## src/rtl/pic_sfr_pkg.sv

```systemverilog
// Shared SFR-side definitions for the TMR0/WDT/prescaler controller:
// bus addresses, OPTION_REG bit positions and the controller state types.
package pic_sfr_pkg;

    typedef logic [7:0] sfr_byte_t;

    localparam sfr_byte_t SFR_TMR0_ADDR    = 8'h01;
    localparam sfr_byte_t SFR_OPTION_ADDR  = 8'h81;
    localparam int        TMR0_INHIBIT_CYC = 8;

    localparam int OPT_T0CS   = 5;
    localparam int OPT_T0SE   = 4;
    localparam int OPT_PSA    = 3;
    localparam int OPT_PS_MSB = 2;

    localparam sfr_byte_t OPTION_RST = 8'hFF;

    typedef enum logic [1:0] {IDLE, CLR1, APPLY, SETTLE} reasgn_state_t;
    typedef enum logic       {RUN, SLEEP}                pwr_state_t;

    // A write that flips PSA moves the prescaler between TMR0 and WDT.
    function automatic logic psa_changes(sfr_byte_t cur, sfr_byte_t nxt);
        return cur[OPT_PSA] != nxt[OPT_PSA];
    endfunction

endpackage

```

## src/rtl/tmr0wdt_ctrl_if.sv

```systemverilog
// SFR bus between the core (master) and the TMR0/WDT controller (slave).
interface tmr0wdt_ctrl_if;
    import pic_sfr_pkg::*;

    logic      sfr_wr_en;
    sfr_byte_t sfr_addr;
    sfr_byte_t sfr_wr_data;
    sfr_byte_t sfr_rd_data;

    modport master (output sfr_wr_en, sfr_addr, sfr_wr_data, input sfr_rd_data);
    modport slave  (input sfr_wr_en, sfr_addr, sfr_wr_data, output sfr_rd_data);
endinterface

```

## src/rtl/tmr0wdt_ctrl_inhibit_cnt.sv

```systemverilog
// Loadable down-counter; active stays high for LOAD_VAL clks after each load.
module tmr0_inhibit_cnt #(
    parameter int LOAD_VAL = 8
) (
    input  logic clk,
    input  logic rst,
    input  logic load,
    output logic active
);
    localparam int W = $clog2(LOAD_VAL + 1);
    localparam logic [W-1:0] LOAD = W'(LOAD_VAL);

    logic [W-1:0] cnt;

    always_ff @(posedge clk) begin
        if (rst) begin
            cnt <= '0;
        end else if (load) begin
            cnt <= LOAD;
        end else if (cnt != '0) begin
            cnt <= cnt - W'(1);
        end
    end

    assign active = (cnt != '0);
endmodule

```

## src/rtl/tmr0wdt_ctrl.sv

```systemverilog
// TMR0/WDT/prescaler sequencing: OPTION_REG and TO/PD ownership, TMR0 loads,
// safe prescaler reassignment, and CLRWDT/SLEEP/WDT strobe generation.
//
// state  | meaning
// IDLE   | no reassignment in progress, OPTION writes apply directly
// CLR1   | old PSA/PS held, prescaler and WDT cleared, TMR0 held
// APPLY  | new OPTION loaded, clears repeated, TMR0 held
// SETTLE | TMR0 held one more clk, WDT reset still masked
//
// pwr    | meaning
// RUN    | core executing
// SLEEP  | waiting for interrupt or WDT wake
module tmr0wdt_ctrl
    import pic_sfr_pkg::*;
#(
    parameter sfr_byte_t TMR0_ADDR   = SFR_TMR0_ADDR,
    parameter sfr_byte_t OPTION_ADDR = SFR_OPTION_ADDR,
    parameter int        INHIBIT_CYC = TMR0_INHIBIT_CYC
) (
    input  logic          clk,
    input  logic          rst,
    input  logic          por,
    tmr0wdt_ctrl_if.slave sfr,
    input  logic          clrwdt_exec,
    input  logic          sleep_exec,
    input  logic          irq_wake,
    input  logic          wdt_en,
    input  logic [7:0]    tmr0_val,
    input  logic          tmr0if_set_en,
    input  logic          wdt_timeout,
    output logic          t0cs,
    output logic          t0se,
    output logic          psa,
    output logic [2:0]    ps,
    output logic          tmr0_wr_en,
    output logic [7:0]    tmr0_wr_data,
    output logic          tmr0_cnt_inhibit,
    output logic          pres_clr,
    output logic          wdt_clr,
    output logic          t0if_set,
    output logic          wdt_reset_req,
    output logic          wake,
    output logic          to_n,
    output logic          pd_n,
    output logic          busy
);
    reasgn_state_t state, state_nxt;
    pwr_state_t    pwr_state, pwr_nxt;
    sfr_byte_t     option_reg, opt_nxt;
    sfr_byte_t     stage_reg, stage_nxt;
    sfr_byte_t     pend_data, pend_data_nxt, opt_req;
    logic          pend_valid, pend_valid_nxt;
    logic          to_nxt, pd_nxt;
    logic          pres_nxt, wdt_clr_nxt, rst_req_nxt, wake_nxt;
    logic          tmo_hit, pwr_evt, sfr_ok, wr_tmr0, wr_opt, inh_active;

    always_comb begin
        state_nxt      = state;
        pwr_nxt        = pwr_state;
        opt_nxt        = option_reg;
        stage_nxt      = stage_reg;
        pend_valid_nxt = pend_valid;
        pend_data_nxt  = pend_data;
        opt_req        = pend_data;
        to_nxt         = to_n;
        pd_nxt         = pd_n;
        pres_nxt       = 1'b0;
        wdt_clr_nxt    = 1'b0;
        rst_req_nxt    = 1'b0;
        wake_nxt       = 1'b0;

        // An accepted timeout pre-empts CLRWDT/SLEEP, which pre-empt SFR writes.
        tmo_hit = wdt_timeout && wdt_en && (state == IDLE);
        pwr_evt = !tmo_hit && (pwr_state == RUN) && (clrwdt_exec || sleep_exec);
        sfr_ok  = sfr.sfr_wr_en && !tmo_hit && !pwr_evt;
        wr_tmr0 = sfr_ok && (sfr.sfr_addr == TMR0_ADDR);
        wr_opt  = sfr_ok && (sfr.sfr_addr == OPTION_ADDR);

        case (state)
            IDLE: begin
                if (wr_opt || pend_valid) begin
                    opt_req        = wr_opt ? sfr.sfr_wr_data : pend_data;
                    pend_valid_nxt = 1'b0;
                    if (psa_changes(option_reg, opt_req)) begin
                        stage_nxt   = opt_req;
                        state_nxt   = CLR1;
                        pres_nxt    = 1'b1;
                        wdt_clr_nxt = 1'b1;
                    end else begin
                        opt_nxt = opt_req;
                    end
                end
            end
            CLR1: begin
                state_nxt   = APPLY;
                opt_nxt     = stage_reg;
                pres_nxt    = 1'b1;
                wdt_clr_nxt = 1'b1;
            end
            APPLY:   state_nxt = SETTLE;
            default: state_nxt = IDLE;
        endcase

        if (state != IDLE && wr_opt) begin
            pend_valid_nxt = 1'b1;
            pend_data_nxt  = sfr.sfr_wr_data;
        end

        if (wr_tmr0 && !option_reg[OPT_PSA]) begin
            pres_nxt = 1'b1;
        end

        if (tmo_hit) begin
            to_nxt = 1'b0;
            if (pwr_state == RUN) begin
                rst_req_nxt = 1'b1;
            end else begin
                wake_nxt = 1'b1;
                pwr_nxt  = RUN;
            end
        end else if (pwr_evt) begin
            wdt_clr_nxt = 1'b1;
            if (option_reg[OPT_PSA]) begin
                pres_nxt = 1'b1;
            end
            to_nxt = 1'b1;
            pd_nxt = !sleep_exec;
            if (sleep_exec) begin
                // Interrupt already pending: SLEEP behaves as an immediate wake.
                if (irq_wake) begin
                    wake_nxt = 1'b1;
                end else begin
                    pwr_nxt = SLEEP;
                end
            end
        end else if (pwr_state == SLEEP && irq_wake) begin
            wake_nxt = 1'b1;
            pwr_nxt  = RUN;
        end
    end

    always_ff @(posedge clk) begin
        if (rst) begin
            state         <= IDLE;
            pwr_state     <= RUN;
            option_reg    <= OPTION_RST;
            stage_reg     <= OPTION_RST;
            pend_valid    <= 1'b0;
            pend_data     <= '0;
            tmr0_wr_en    <= 1'b0;
            tmr0_wr_data  <= '0;
            pres_clr      <= 1'b0;
            wdt_clr       <= 1'b0;
            t0if_set      <= 1'b0;
            wdt_reset_req <= 1'b0;
            wake          <= 1'b0;
            if (por) begin
                to_n <= 1'b1;
                pd_n <= 1'b1;
            end
        end else begin
            state         <= state_nxt;
            pwr_state     <= pwr_nxt;
            option_reg    <= opt_nxt;
            stage_reg     <= stage_nxt;
            pend_valid    <= pend_valid_nxt;
            pend_data     <= pend_data_nxt;
            tmr0_wr_en    <= wr_tmr0;
            if (wr_tmr0) begin
                tmr0_wr_data <= sfr.sfr_wr_data;
            end
            pres_clr      <= pres_nxt;
            wdt_clr       <= wdt_clr_nxt;
            t0if_set      <= tmr0if_set_en && !wr_tmr0;
            wdt_reset_req <= rst_req_nxt;
            wake          <= wake_nxt;
            to_n          <= to_nxt;
            pd_n          <= pd_nxt;
        end
    end

    tmr0_inhibit_cnt #(
        .LOAD_VAL (INHIBIT_CYC)
    ) u_inhibit (
        .clk    (clk),
        .rst    (rst),
        .load   (wr_tmr0),
        .active (inh_active)
    );

    assign busy             = (state != IDLE);
    assign tmr0_cnt_inhibit = inh_active || busy;

    assign t0cs = option_reg[OPT_T0CS];
    assign t0se = option_reg[OPT_T0SE];
    assign psa  = option_reg[OPT_PSA];
    assign ps   = option_reg[OPT_PS_MSB:0];

    assign sfr.sfr_rd_data = (sfr.sfr_addr == TMR0_ADDR)   ? tmr0_val   :
                             (sfr.sfr_addr == OPTION_ADDR) ? option_reg : 8'h00;
endmodule
```

## src/flat_wrapper.sv

```systemverilog
// flat-port wrapper written by rule: the top's interface ports become plain ports
module tmr0wdt_ctrl_flat import pic_sfr_pkg::*;
#(
    parameter sfr_byte_t TMR0_ADDR   = SFR_TMR0_ADDR,
    parameter sfr_byte_t OPTION_ADDR = SFR_OPTION_ADDR,
    parameter int        INHIBIT_CYC = TMR0_INHIBIT_CYC
)
  (clk, rst, por, clrwdt_exec, sleep_exec, irq_wake, wdt_en, tmr0_val, tmr0if_set_en, wdt_timeout, t0cs, t0se, psa, ps, tmr0_wr_en, tmr0_wr_data, tmr0_cnt_inhibit, pres_clr, wdt_clr, t0if_set, wdt_reset_req, wake, to_n, pd_n, busy, sfr_sfr_wr_en, sfr_sfr_addr, sfr_sfr_wr_data, sfr_sfr_rd_data);
  tmr0wdt_ctrl_if sfr_i ();
  input  logic clk;
  input  logic rst;
  input  logic por;
  input  logic clrwdt_exec;
  input  logic sleep_exec;
  input  logic irq_wake;
  input  logic wdt_en;
  input  logic [7:0] tmr0_val;
  input  logic tmr0if_set_en;
  input  logic wdt_timeout;
  output logic t0cs;
  output logic t0se;
  output logic psa;
  output logic [2:0] ps;
  output logic tmr0_wr_en;
  output logic [7:0] tmr0_wr_data;
  output logic tmr0_cnt_inhibit;
  output logic pres_clr;
  output logic wdt_clr;
  output logic t0if_set;
  output logic wdt_reset_req;
  output logic wake;
  output logic to_n;
  output logic pd_n;
  output logic busy;
  input wire logic [$bits(sfr_i.sfr_wr_en)-1:0] sfr_sfr_wr_en;
  input wire logic [$bits(sfr_i.sfr_addr)-1:0] sfr_sfr_addr;
  input wire logic [$bits(sfr_i.sfr_wr_data)-1:0] sfr_sfr_wr_data;
  output wire logic [$bits(sfr_i.sfr_rd_data)-1:0] sfr_sfr_rd_data;
  assign sfr_i.sfr_wr_en = sfr_sfr_wr_en;
  assign sfr_i.sfr_addr = sfr_sfr_addr;
  assign sfr_i.sfr_wr_data = sfr_sfr_wr_data;
  assign sfr_sfr_rd_data = sfr_i.sfr_rd_data;
  tmr0wdt_ctrl #(.TMR0_ADDR(TMR0_ADDR), .OPTION_ADDR(OPTION_ADDR), .INHIBIT_CYC(INHIBIT_CYC)) u_core (.clk(clk), .rst(rst), .por(por), .sfr(sfr_i), .clrwdt_exec(clrwdt_exec), .sleep_exec(sleep_exec), .irq_wake(irq_wake), .wdt_en(wdt_en), .tmr0_val(tmr0_val), .tmr0if_set_en(tmr0if_set_en), .wdt_timeout(wdt_timeout), .t0cs(t0cs), .t0se(t0se), .psa(psa), .ps(ps), .tmr0_wr_en(tmr0_wr_en), .tmr0_wr_data(tmr0_wr_data), .tmr0_cnt_inhibit(tmr0_cnt_inhibit), .pres_clr(pres_clr), .wdt_clr(wdt_clr), .t0if_set(t0if_set), .wdt_reset_req(wdt_reset_req), .wake(wake), .to_n(to_n), .pd_n(pd_n), .busy(busy));
endmodule
```

## config.mk

```make
export PLATFORM = sky130hd
export DESIGN_NAME = tmr0wdt_ctrl_flat
export DESIGN_NICKNAME = d
export VERILOG_FILES = /design/src/rtl/pic_sfr_pkg.sv /design/src/rtl/tmr0wdt_ctrl_if.sv /design/src/rtl/tmr0wdt_ctrl_inhibit_cnt.sv /design/src/rtl/tmr0wdt_ctrl.sv /design/src/flat_wrapper.sv
export SDC_FILE = /design/constraint.sdc
export NUM_CORES = 1
export LEC_CHECK = 0
export CAP_MARGIN = 25
export CORE_MARGIN = 2
export CORE_UTILIZATION = 50
export DETAILED_ROUTE_END_ITERATION = 10
export PLACE_DENSITY = 0.8
export SETUP_SLACK_MARGIN = 0.5
export SYNTH_ARGS = -nofsm -noshare
export SYNTH_HDL_FRONTEND = slang
export SYNTH_SLANG_ARGS = --single-unit
```

## constraint.sdc

```tcl
create_clock -name clk -period 3.7 [get_ports clk]
set_clock_uncertainty 0.15 [all_clocks]
set_input_delay 0.555 -clock clk [delete_from_list [all_inputs] [get_ports clk]]
set_output_delay 0.555 -clock clk [all_outputs]
set_load 0.1 [all_outputs]
```

==> run_results.csv, run 1 <==
group,metric,value,unit
run_status,status,"completed",
clock_network,cts_resized,0,
global_route,gr-total-overflow,0,
sta,tns,0,ns
routing,vias_per_cell,5.26,
sta,post-route-period-util,0.757,
clock_network,max-clock-path-buffers,2,
worst_setup_path,cp_max_fo,13,
synthesis,synth_area_leaders,"dfxtp_1, mux2i_1, nor2_1, a211oi_1, o311ai_2",
finish,fillers,380,
clock_network,htree_levels,2,
routing,wirelength,5180,µm
synthesis,synth-edff-count,2,
pwr,p_per_area,393,nW/µm²
synthesis,syn_nets,313,
finish,final_core_util,0.679,
floorplanning,die_h,73.9,µm
worst_setup_path,required,2.99,ns
clock_network,post_cts_buffers,0,
synthesis,synth-main-ff-cell,"dfxtp_1",
pwr,vdd_drop_max,330,µV
clock_network,hold_buffers,0,
routing,drt_iter0_drc,112,
sta,hold_ws,0.302,ns
flow_run,maxCapViolations,0,
pwr,p_leak,1.25,nW
finish,area_growth,31.2,%
floorplanning,dieArea,5460,µm²
sta,slew_headroom,0.345,
routing,wire_per_inst,13.0,µm
routing,vias,2092,
routing,drc,0,
min_path,worstHoldPathType,"flop to flop",
floorplanning,core.rowCount,25,
synthesis,async_flop_share,0,
worst_setup_path,critPathArrivalTime,2.10,ns
sta,fin_crit,2.80,ns
floorplanning,die_w,73.9,µm
sta,fmax,357,MHz
global_route,grt_usage,0.195,
global_route,grt_max_degree,43,
finish,final_layout_size_suffix_gt1_frac,0.121,
synthesis,netlist_area,2440,µm²
finish,fin_nets,370,
synthesis,synth_top_area_frac,0.377,
floorplanning,io_pins,66,
global_route,grt_pass1_vias,1811,
placement,gp_congestion,0.784,
worst_setup_path,crit_type,"input pin to output pin",
sta,final_hold_viol_count,0,
synthesis,synth_sequential_area_ratio,0.401,
clock_network,clkLatencyLatePin,0.31,ns
placement,dp_hpwl,3930,µm
finish,num_antenna_cells,0,
worst_setup_path,endpoint_kind,"output pin",
synthesis,yosysWarnings,0,
synthesis,synth_cell_types,42,
clock_network,cts_buffers,5,
worst_setup_path,cp-start-kind,"input pin",
clock_network,cts.root.buffer_cell,"clkbuf_8",
routing,drt.antenna.violating_nets,0,
sta,worst_pin_slew,0.980,ns
floorplanning,design.core.area,4720,µm²
sta,setup_viol,0,
synthesis,synthCells,273,
clock_network,clkTransAtPathRegs,0.08,ns
floorplanning,start_util,0.517,
routing,drt_first_pass_iters,4,
synthesis,syn_avg_cell_area,8.95,µm²
clock_network,cts_tree,"done",
sta,drv_slew,0,
global_route,grt_pass1_wl,8270,µm
global_route,antenna_found_initial,0,
clock_network,cts_num_sinks,48,
synthesis,yosys.area.top_type,"dfxtp_1",
sta,grt_setup_unrepaired,"no",
pwr,fin_total_pwr,1.26,mW
placement,portBuffers,65,
synthesis,synth-seq-cells,48,
final cells by class:
cell class              instances  area [µm²]  area share
repair buffers                 72         678       0.212
well taps                      67        83.8      0.0262
flip-flops and latches         48         981       0.306
clock inverters                 3        41.3      0.0129
multi-input cells             194        1320       0.411
inverters                       9        33.8      0.0105
clock buffers                   5        68.8      0.0215
critical path: stages:
cell and delay (ns):
clkdlybuf4s50_1 0.44, nor4_4 0.36, nand2_2 0.26, nor2_1 0.17, buf_4 0.30
final timing paths:
path,from,to,slack [ns],cells after the start
hold reg to reg,u_core.tmr0_wr_data[5]$_SDFFE_PP0P_,u_core.tmr0_wr_data[5]$_SDFFE_PP0P_,0.30,2
setup reg to reg,u_core.state[0]$_SDFFE_PP0P_,u_core.stage_reg[2]$_SDFFE_PP1P_,1.13,8
setup / recovery,sfr_sfr_addr[2],sfr_sfr_rd_data[2],0.90,5
hold / removal,u_core.tmr0_wr_data[5]$_SDFFE_PP0P_,u_core.tmr0_wr_data[5]$_SDFFE_PP0P_,0.30,2
power by group:
part           internal, mW  leakage [nW]  switching, mW
Clock                 0.201        0.0585          0.180
Combinational         0.115         0.797          0.206
Sequential            0.544         0.390         0.0142
Total                 0.860          1.25          0.400
layer usage:
layer | track usage | routed length [µm] | vias up
met2 | 0.311 | 2290 | 79
li1 | - | - | 1086
met3 | 0.0535 | 393 | 6
met1 | 0.252 | 2420 | 921
met5 | 0 | 0 | -
met4 | 0.0727 | 74 | 0
stage by stage:
stage	cell area [µm²]	cells	worst slack, ns
after floorplan	2450	273	0.479
after global placement	3090	389	0.593
after detailed placement	3090	389	0.519
after CTS	3200	397	0.772
after global routing	3210	398	0.800
final	3210	398	0.899
synthesized netlist by cell type (all sizes together) (6+ instances only):
cell / instances
a211oi: 16
a21boi: 8
a21oi: 15
buf: 10
clkbuf: 12
dfxtp: 46
ha: 6
inv: 8
mux2i: 25
nand2: 23
nand3: 12
nor2: 41
o311ai: 6
cells by family after synthesis:
| group | Yosys count | share of synthesized area |
|---|---|---|
| AOI/OAI and AO/OA | 60 | 0.188 |
| xor gates and xnor gates | 4 | 0.0143 |
| adders and majority gates | 6 | 0.0307 |
| buffers and inverters | 31 | 0.0599 |
| and+or+nand+nor | 99 | 0.203 |
| muxes | 25 | 0.102 |
| DFF | 48 | 0.401 |
cells in the final DEF (no fill, tap or decap), types with 4 or more instances in the layout:
master,synthesis,routed
clkdlybuf4s50_1,0,55
dfxtp_1,46,46
nor2_1,41,40
mux2i_1,25,25
nand2_1,22,22
buf_4,3,17
a211oi_1,16,16
a21oi_1,15,15
nand3_1,11,11
inv_1,8,8
a21boi_0,8,8
o311ai_2,6,6
ha_1,6,6
nor3_1,5,5
clkbuf_8,0,5
and3_1,4,4
o31ai_1,4,4
a31oi_1,4,4
Note: power is estimated with default switching activity, not from simulation.
==> inputs of run 2 (changes only) <==
CORE_UTILIZATION = 48   (was 50)
PLACE_DENSITY = 0.78   (was 0.8)
clock period = 2.69 ns   (was 3.7 ns; I/O delays follow)
==> run 2 against run 1 <==
Compared with the run above: die area is 3.9% higher; final cell count up 3.5%; power increased by 40%; worst setup slack got worse by 0.34 ns; flip-flop and latch count unchanged; largest power group unchanged.
==> run_results.csv, run 2 (same netlist as run 1, synthesis figures left out) <==
group,metric,value,unit
sta,post-route-period-util,0.792,
worst_setup_path,r2r_start,"u_core.state[0]$_SDFFE_PP0P_",
pwr,p_per_area,501,nW/µm²
clock_network,cts_tree,"done",
sta,setup_viol,0,
routing,drc,0,
worst_setup_path,cp_max_fo,8,
worst_setup_path,crit_type,"input pin to output pin",
pwr,p_leak,1.38,nW
routing,drt_iter0_drc,130,
floorplanning,start_util,0.507,
worst_setup_path,critPathArrivalTime,1.58,ns
min_path,worstHoldPathType,"flop to flop",
floorplanning,io_pins,66,
floorplanning,die_h,75.4,µm
clock_network,max-clock-path-buffers,2,
global_route,antenna_found_initial,0,
finish,mostFrequentLayoutCells,"dfxtp_1, buf_4, nor2_1",
global_route,gr-total-overflow,0,
worst_setup_path,r2r-end,"u_core.option_reg[5]$_SDFFE_PP1P_",
global_route,grt_pass1_vias,2141,
finish,final_layout_size_suffix_gt1_frac,0.293,
sta,worst_pin_slew,0.486,ns
routing,drt_first_pass_iters,4,
routing,vias_per_cell,5.45,
pwr,vdd_drop_max,510,µV
global_route,grt_max_degree,36,
sta,fmax,469,MHz
placement,dp_hpwl,4240,µm
sta,slew_headroom,0.676,
finish,area_growth,44.0,%
flow_run,maxCapViolations,0,
floorplanning,dieArea,5680,µm²
worst_setup_path,required,2.14,ns
min_path,hold_start,"u_core.tmr0_wr_data[6]$_SDFFE_PP0P_",
worst_setup_path,r2r_slack,0.63,ns
min_path,hold_depth,2,
clock_network,cts_buffers,5,
floorplanning,core.rowCount,25,
run_status,status,"completed",
placement,portBuffers,65,
clock_network,cts.root.buffer_cell,"clkbuf_8",
sta,tns,0,ns
sta,drv_slew,0,
routing,wirelength,5890,µm
finish,design_area,3520,µm²
global_route,grt_pass1_wl,9350,µm
finish,fillers,381,
clock_network,clkTransAtPathRegs,0.09,ns
finish,num_antenna_cells,0,
clock_network,cts_num_sinks,48,
placement,place_ws,0.143,ns
worst_setup_path,endpoint_kind,"output pin",
finish,fin_nets,384,
routing,wire_per_inst,14.3,µm
routing,drt.antenna.violating_nets,0,
floorplanning,die_w,75.4,µm
sta,fin_crit,2.13,ns
clock_network,clkLatencyLatePin,0.31,ns
floorplanning,design.core.area,4820,µm²
min_path,min_to,"u_core.tmr0_wr_data[6]$_SDFFE_PP0P_",
finish,seq_area,987,µm²
clock_network,htree_levels,2,
placement,gp_congestion,0.797,
sta,final_hold_viol_count,0,
finish,multiInputGateArea,1460,µm²
routing,vias,2247,
placement,post_dp_cell_area,3280,µm²
global_route,grt_usage,0.213,
sta,grt_setup_unrepaired,"yes",
finish,final_common_cell,"dfxtp_1",
worst_setup_path,worst_r2r_path_depth,8,
sta,final.setup.worst_slack,0.559,ns
worst_setup_path,cp-start-kind,"input pin",
==> run 2: cell count changes in the layout (fill, tap and decap cells not counted), moves of 3 or more <==
cell	previous run	this run
buf_12	0	9
dfxtp_1	46	43
buf_4	17	42
a21boi_0	8	2
mux2i_1	25	17
mux2i_2	0	8
clkdlybuf4s50_1	55	25
a211oi_2	0	5
a21boi_1	0	6
dlygate4sd2_1	0	7
nor2_1	40	33
nor2_4	0	8
a211oi_1	16	11
==> run 2: routing by layer <==
layer / track usage / vias up / share of wire
met2: 0.376 / 69 / 0.48
li1: - / 1115 / -
met3: 0.0304 / 9 / 0.055
met5: 0 / - / 0
met4: 0.0916 / 0 / 0.019
met1: 0.258 / 1054 / 0.44
==> run 2: final cells by class <==
cell class	instances	share of cell area
inverters	9	0.0107
multi-input cells	194	0.415
clock buffers	6	0.0206
well taps	67	0.0238
repair buffers	86	0.239
flip-flops and latches	48	0.281
clock inverters	2	0.00996
==> run 2: where the power goes <==
group / internal [mW] / leakage [nW] / total, mW / switching [mW]
Clock: 0.276 / 0.0552 / 0.513 / 0.237
Combinational: 0.185 / 0.936 / 0.485 / 0.300
Sequential: 0.747 / 0.389 / 0.766 / 0.0190
==> run 2: worst max-delay path, cell delays in order <==
cell	delay, ns
dlygate4sd2_1	0.26
nor4_4	0.31
nand2_2	0.12
buf_12	0.17
nor2_4	0.12
buf_12	0.18
==> run 2: worst max-delay path by stage <==
stage | cells past startpoint | from | end
3_3_place_gp | 7 | sfr_sfr_addr[2] | u_core.option_reg[7]$_SDFFE_PP1P_
3_5_place_dp | 7 | sfr_sfr_addr[2] | u_core.option_reg[4]$_SDFFE_PP1P_
5_1_grt | 7 | sfr_sfr_wr_data[3] | u_core.option_reg[1]$_SDFFE_PP1P_
4_1_cts | 6 | sfr_sfr_addr[2] | sfr_sfr_rd_data[7]
6_report | 6 | sfr_sfr_addr[6] | sfr_sfr_rd_data[7]
2_1_floorplan | 9 | u_core.state[0]$_SDFFE_PP0P_ | u_core.option_reg[3]$_SDFFE_PP1P_
==> run 2: stage by stage <==
| stage | std cells | power [mW] | util | hold slack, ns |
|---|---|---|---|---|
| floorplan | 273 | 1.11 | - | 0.271 |
| global placement | 399 | 1.25 | 0.681 | 0.292 |
| detailed placement | 399 | 1.26 | 0.681 | 0.298 |
| CTS | 412 | 1.77 | 0.720 | 0.314 |
| global route | 412 | 1.84 | 0.730 | 0.337 |
| finish | 412 | 1.76 | 0.730 | 0.308 |
==> run 2: what timing repair did <==
item                       CTS  global route
gates cloned                 1             0
setup buffers                4             0
resized for setup           21            16
setup endpoints to repair   12            37
pin swaps                    4             2
hold buffers                 0             0
